`src/rtl/if_stage.sv`:
```
// Instruction-fetch stage: owns the PC, keeps one instruction-memory request in flight and
// hands {instr, instr_pc} to decode over valid/ready; execute may redirect the PC at any time.
module if_stage #(
    parameter logic [31:0] RESET_PC = 32'h0000_0000,
    parameter logic [31:0] PC_STEP  = 32'd4
) (
    input  logic        clk,
    input  logic        rst_n,
    input  logic        redirect_valid,
    input  logic [31:0] redirect_pc,
    output logic        imem_req,
    output logic [31:0] imem_addr,
    input  logic        imem_ready,
    input  logic        imem_rvalid,
    input  logic [31:0] imem_rdata,
    output logic        instr_valid,
    input  logic        instr_ready,
    output logic [31:0] instr,
    output logic [31:0] instr_pc,
    output logic        fetch_err
);
    typedef enum logic [1:0] {
        S_REQ  = 2'd0,
        S_WAIT = 2'd1,
        S_HOLD = 2'd2,
        S_ERR  = 2'd3
    } state_t;

    localparam logic [31:0] NOP = 32'h0000_0013;

    state_t      state;
    logic [31:0] pc;
    logic        drop;
    logic        redirect_ok;
    logic        redirect_bad;
    logic        accept;

    assign redirect_ok  = redirect_valid && (redirect_pc[1:0] == 2'b00);
    assign redirect_bad = redirect_valid && (redirect_pc[1:0] != 2'b00);
    // A request only counts as accepted when it was actually presented to memory.
    assign accept       = imem_req && imem_ready;
    assign imem_addr    = pc;

    // Fetch FSM; imem_req and instr_valid are registered copies of the next-state decode.
    always_ff @(posedge clk or negedge rst_n) begin
        if (!rst_n) begin
            state       <= S_REQ;
            pc          <= RESET_PC;
            drop        <= 1'b0;
            instr       <= NOP;
            instr_pc    <= 32'h0000_0000;
            instr_valid <= 1'b0;
            imem_req    <= 1'b0;
            fetch_err   <= 1'b0;
        end else if (redirect_bad) begin
            state       <= S_ERR;
            fetch_err   <= 1'b1;
            imem_req    <= 1'b0;
            instr_valid <= 1'b0;
        end else begin
            case (state)
                S_REQ: begin
                    if (redirect_ok) begin
                        pc <= redirect_pc;
                    end
                    if (accept) begin
                        // The accepted address is stale if a redirect lands in the same cycle.
                        state    <= S_WAIT;
                        imem_req <= 1'b0;
                        drop     <= redirect_ok;
                    end else begin
                        imem_req <= 1'b1;
                    end
                end
                S_WAIT: begin
                    if (redirect_ok) begin
                        pc <= redirect_pc;
                    end
                    if (imem_rvalid) begin
                        if (drop || redirect_ok) begin
                            state    <= S_REQ;
                            imem_req <= 1'b1;
                            drop     <= 1'b0;
                        end else begin
                            instr       <= imem_rdata;
                            instr_pc    <= pc;
                            state       <= S_HOLD;
                            instr_valid <= 1'b1;
                        end
                    end else if (redirect_ok) begin
                        drop <= 1'b1;
                    end
                end
                S_HOLD: begin
                    // A redirect wins over the sequential step even when decode consumes.
                    if (redirect_ok || instr_ready) begin
                        pc          <= redirect_ok ? redirect_pc : (pc + PC_STEP);
                        state       <= S_REQ;
                        instr_valid <= 1'b0;
                        imem_req    <= 1'b1;
                    end
                end
                S_ERR: begin
                    state <= S_ERR;
                end
                default: begin
                    state       <= S_ERR;
                    imem_req    <= 1'b0;
                    instr_valid <= 1'b0;
                end
            endcase
        end
    end
endmodule
```
`config.mk`:
```
export PLATFORM = sky130hd
export DESIGN_NAME = if_stage
export DESIGN_NICKNAME = d
export VERILOG_FILES = /design/src/rtl/if_stage.sv
export SDC_FILE = /design/constraint.sdc
export NUM_CORES = 1
export LEC_CHECK = 0
export ABC_AREA = 0
export ABC_CLOCK_PERIOD_IN_PS = 5900
export CORE_MARGIN = 1
export CORE_UTILIZATION = 49
export CTS_CLUSTER_DIAMETER = 40
export DETAILED_ROUTE_END_ITERATION = 6
export PLACE_DENSITY = 0.87
export SLEW_MARGIN = 25
export SYNTH_ARGS = -nofsm -noshare
export SYNTH_HDL_FRONTEND = slang
export SYNTH_SLANG_ARGS = --single-unit
```
`constraint.sdc`:
```
create_clock -name clk -period 5.9 [get_ports clk]
set_input_delay 0.885 -clock clk [delete_from_list [all_inputs] [get_ports clk]]
set_output_delay 0.885 -clock clk [all_outputs]
set_load 0.05 [all_outputs]
```
# After elaboration in Yosys (flattened, before gate mapping)
# Cells that the tools add are included.
# W data, S select, Z words.
[classes] addsub=1 eq_ne=13 muxes=26 bitwise_logic=2 n_reduce_logical=19
[ops] cell="$mux W32" count=3
[ops] cell="$pmux W32 S2" count=1
[ops] cell="$add A32 B3 Y32 const B" count=1
[ops] cell="$ne A3 B3 Y1 const B" count=7
[ops] cell="$reduce_and A4 Y1" count=4
[ops] cell="$mux W1" count=13
[ops] cell="$mux W2" count=5
[ops] cell="$pmux W2 S4" count=1
[ops] cell="$reduce_bool A2 Y1" count=3
[ops] cell="$reduce_and A5 Y1" count=1
[ops] cell="$eq A2 B2 Y1 const B" count=2
[ops] cell="$logic_not A2 Y1" count=2
[ops] cell="$ne A2 B2 Y1 const B" count=2
[ops] cell="$pmux W1 S2" count=2
[ops] cell="$reduce_bool A4 Y1" count=1
[ops] cell="$logic_and A1 B1 Y1" count=3
[ops] cell="$pmux W1 S3" count=1
[ops] cell="$reduce_and A3 Y1" count=1
[ops] cell="$reduce_bool A3 Y1" count=1
[ops] cell="$eq A2 B1 Y1 const B" count=1
[ops] cell="$logic_or A1 B1 Y1" count=2
[ops] cell="$ne A2 B1 Y1 const B" count=1
[ops] cell="$not A1 Y1" count=2
[ops] cell="$reduce_or A2 Y1" count=1
[word_totals] regBits=102 input_bits=70 output_inout_bits=99 wordCells=69

# Depth between registers and ports, before layout
[depth] word_depth=7 mapped_depth=9 ltp_nobuf=7

# Worst setup path before layout
# OpenSTA, ideal clock, no wires.
[synth_timing] path_type="input -> register" from="input redirect_pc[0]" to="register pc[21] (netlist: imem_addr[21])" setup_time_ns=0.119 arrival_ns=2.271 required_ns=5.781 path_slack_ns=3.510 stages=8 n_path_buf=3 cell_sequence="buf_2 -> or3b_1 -> and2_1 -> buf_6 -> a21oi_4 -> buf_4 -> o21ai_0 -> o21a_1"
[synth_via] elab_chain_len=5 elab_cells_between_ends=12 cone_classes="eq/ne (2); mux (3); bitwise (1); reduce/logical (6)"
[synth_lines] element="start: declaration" line_no="10" rtl="input logic [31:0] redirect_pc,"
[synth_lines] element="$logic_not A2 Y1" line_no="38" rtl="assign redirect_ok = redirect_valid && (redirect_pc[1:0] == 2'b00);"
[synth_lines] element="$logic_and A1 B1 Y1" line_no="38"
[synth_lines] element="$mux W32 or $logic_or A1 B1 Y1 (tied branches)" line_no="97, 96"
[synth_lines] element="$mux W32 or $ne A2 B2 Y1 (tied branches)"
[synth_lines] element="$pmux W32 S2 or $reduce_and A4 Y1 (tied branches)"
[synth_lines] element="end signal: assignment" line_no="64" rtl="pc <= redirect_pc;"
[synth_lines] element="end signal: assignment" line_no="77" rtl="pc <= redirect_pc;"
[synth_lines] element="end signal: assignment" line_no="97" rtl="pc <= redirect_ok ? redirect_pc : (pc + PC_STEP);"
[synth_lines] element="end: declaration" line_no="32" rtl="logic [31:0] pc;"
# Parallel ways exist; a longest one is shown, timed or not. The select of a mux whose other input is x is not followed.
# A chain may end at the register's enable or synchronous reset.

# Worst setup path in the final report
[layout_timing] from="input redirect_valid" to="register pc[31] (netlist: imem_addr[31])"
[layout_via] elab_chain_len=4 elab_cells_between_ends=10 cone_classes="eq/ne (2); mux (3); bitwise (1); reduce/logical (4)"
[layout_lines] element="start: declaration" line_no="9" rtl="input logic redirect_valid,"
[layout_lines] element="$logic_and A1 B1 Y1" line_no="38"
[layout_lines] element="$mux W32 or $logic_or A1 B1 Y1 (tied branches)" line_no="97, 96"
[layout_lines] element="$mux W32 or $ne A2 B2 Y1 (tied branches)"
[layout_lines] element="$pmux W32 S2 or $reduce_and A4 Y1 (tied branches)"
# Parallel ways exist; a longest one is shown, timed or not. The select of a mux whose other input is x is not followed.

==> impl_metrics.tcl <==
set metrics [dict create \
    outcome "complete, no violations" \
    rsz0062_at_grt "no" \
    syn_area_um2 4900 \
    cp_slowest_cell "a21oi_4" \
    ios 169 \
    finalWeightedCongestion 0.913 \
    comb_power_share_pct 59.1 \
    synthArstFlopShare_pct 100 \
    layout_commonest_cell "clkdlybuf4s50_1" \
    grt.overflow.total 0 \
    setup_viol 0 \
    p_leak_nw 2.80 \
    start_util_pct 50.4 \
    grt_pass1_vias 4079 \
    syn_nets 517 \
    total_power_mw 4.36 \
    drtIter0Drc 235 \
    synth-main-ff-cell "dfrtp_1" \
    final_cells 734 \
    path_class "in -> reg" \
    diodes 0 \
    yosys.cell_types.count 55 \
    max_slew_margin_pct 36.6 \
    cts_buffers 9 \
    final_cell_mix "clkdlybuf4s50_1 (167), dfrtp_1 (99), mux2_2 (64)" \
    critPathMaxFanout 54 \
    drive_gt1_share_pct 16.5 \
    cts_sinks 102 \
    wl_um 13300 \
    synth_area_per_cell_um2 11.1 \
    root_buffer "clkbuf_8" \
    ys_seq_elements 102 \
    dp_hpwl_um 9480 \
    ys_warn_count 0 \
    critical-path-top-delay-family "simple AND/OR/NAND/NOR gates" \
    placementRows 36 \
    worst_slew_pin_slew_ns 0.951 \
    vias 4260 \
    yosysSeqAreaShare_pct 52.1 \
    max_freq_mhz 303 \
    cts_tree "done" \
    path_cells "clkdlybuf4s50_1, or3b_1, and2_2, a21oi_4, and4_1, o32a_1" \
    synth_top_cell_by_area "dfrtp_1" \
    place_inst 718 \
    worstSetupEndpointType "flip-flop" \
    cp-start-kind "input pin" \
    synth_edf_count 0 \
    antenna_found_initial 0 \
    clk_latency_ns 0.37 \
    hold_ws_ns 0.475 \
    cp_slowest_stage_delay_ns 0.66 \
    switching_share_pct 51.1 \
    synthCells 440 \
    hold_buffers 0 \
    core_area_um2 9730 \
    maxCapViolations 0 \
    p_seq_share_pct 30.2 \
    die_area_um2 10400 \
    cts_htree_levels 3 \
    synth_top_area_share_pct 50.5 \
    cts.repair.resized 0 \
    holdCritPathClass "in -> async" \
    place_ws_ns 2.27 \
    fin_crit_ns 3.30 \
    avgRoutedWirePerCell_um 18.1 \
    fin_setup_tns_ns 0 \
    finClkSkew_ns 0.0151 \
    timing.final.ws_setup_ns 2.60 \
    power.share.clock_pct 10.7 \
    post_cts_buffers 0 \
    fp.dieW_um 102 \
    ant_nets 0 \
    cts_max_path_buffers 2 \
    io_buffers 168 \
    internal_power_mw 2.14 \
    dr.pass1.iters 5 \
    grt_max_degree 63 \
    switchingPower_mw 2.23 \
    grt_pass1_wl_um 20600 \
    powerDensity_nw_per_um2 635 \
    hold_viol 0 \
    routed_via_density 5.80 \
    synth_area_leaders "dfrtp_1 (51%), mux2_2 (15%), a21oi_1 (3.5%), o21ai_0 (2.2%), nand2_1 (2.2%)" \
    drcViolationCount 0 \
    cp.required_ns 6.21 \
    cp.buffers_inverters 1 \
    path_clk_slew_ns 0.11 \
    post-route-period-util_pct 55.9 \
    fin_nets 673 \
    grt_usage_pct 25.3 \
    final-max-slew-violation-count 0 \
    ir_worst_vdd_uv 432 \
    die_height_um 102 \
    arrival_ns 3.61 \
    area_growth_pct 40.1 \
]
==> cells by family after synthesis <==
| kind of cell | count (synthesis) | synth area share, % |
|---|---|---|
| compound gates | 114 | 15.4 |
| fa+ha+maj | 7 | 1.79 |
| buf+inv | 37 | 3.42 |
| flops | 102 | 52.1 |
| mux | 65 | 14.9 |
| simple gates | 115 | 12.3 |
==> per-stage QoR <==
stage / util, % / instance area, µm²
after floorplan: - / 4900
after global placement: 68.4 / 6650
after detailed placement: 68.4 / 6650
after CTS: 70.5 / 6860
after global routing: 70.6 / 6870
final: 70.6 / 6870
==> cell usage after synthesis (3+ instances only) <==
cell	number
dfrtp_1	99
mux2_2	64
a21oi_1	34
nand2_1	29
nor2_1	24
o21ai_0	22
buf_2	14
nand3_1	13
o22ai_1	13
a2bb2oi_1	11
inv_1	11
clkbuf_1	10
nand4_1	8
nor3_1	8
ha_1	7
nor4_1	6
and3_1	5
a31oi_1	4
a32oi_1	4
nand2b_1	4
a22o_1	3
and2_1	3
dfstp_2	3
o41ai_1	3
==> power groups by stage <==
stage	combinational, mW	sequential (mW)	clock, mW
after floorplan	0.648	2.35	0
after global placement	2.52	1.30	0
after detailed placement	2.57	1.33	0
after CTS	2.58	1.31	0.477
after global routing	2.69	1.36	0.508
final	2.58	1.32	0.467
==> worst paths after layout <==
check                      cells past startpoint  slack, ns            from       endpoint
hold reg to reg                                1       0.49       fetch_err      fetch_err
setup reg to reg                               7       3.00        state[1]    instr_pc[5]
min in group clk                               1       0.49       fetch_err      fetch_err
hold / removal                                 1       0.48           rst_n   instr_pc[27]
max in group asynchronous                      2       4.23           rst_n    instr_valid
setup / recovery                               6       2.60  redirect_valid  imem_addr[31]
==> area by class of cell <==
cell class / instances / area, µm²
Multi-Input combinational cell: 301 / 2200
Fill cell: 735 / 2860
Sequential cell: 102 / 2560
Clock buffer: 10 / 128
Clock inverter: 6 / 77.6
Timing Repair Buffer: 171 / 1700
Tap cell: 133 / 166
Inverter: 11 / 41.3
==> layer usage <==
metal  up-vias  part of all wire, %  GRT usage, %  wire length, µm
met5         -                    0             0                0
met3        24                  6.6          5.27              878
met2       164                   51          41.7             6840
met4         0                  1.3          7.36              177
li1       1952                    -             -                -
met1      2120                   41          33.9             5410
==> registers in the layout (all words and copies together) (netlist names) <==
name         count
state            2
instr_pc        32
imem_addr       32
imem_req         1
instr_valid      1
instr           32
fetch_err        1
drop             1
(Power assumes the default switching activity.)
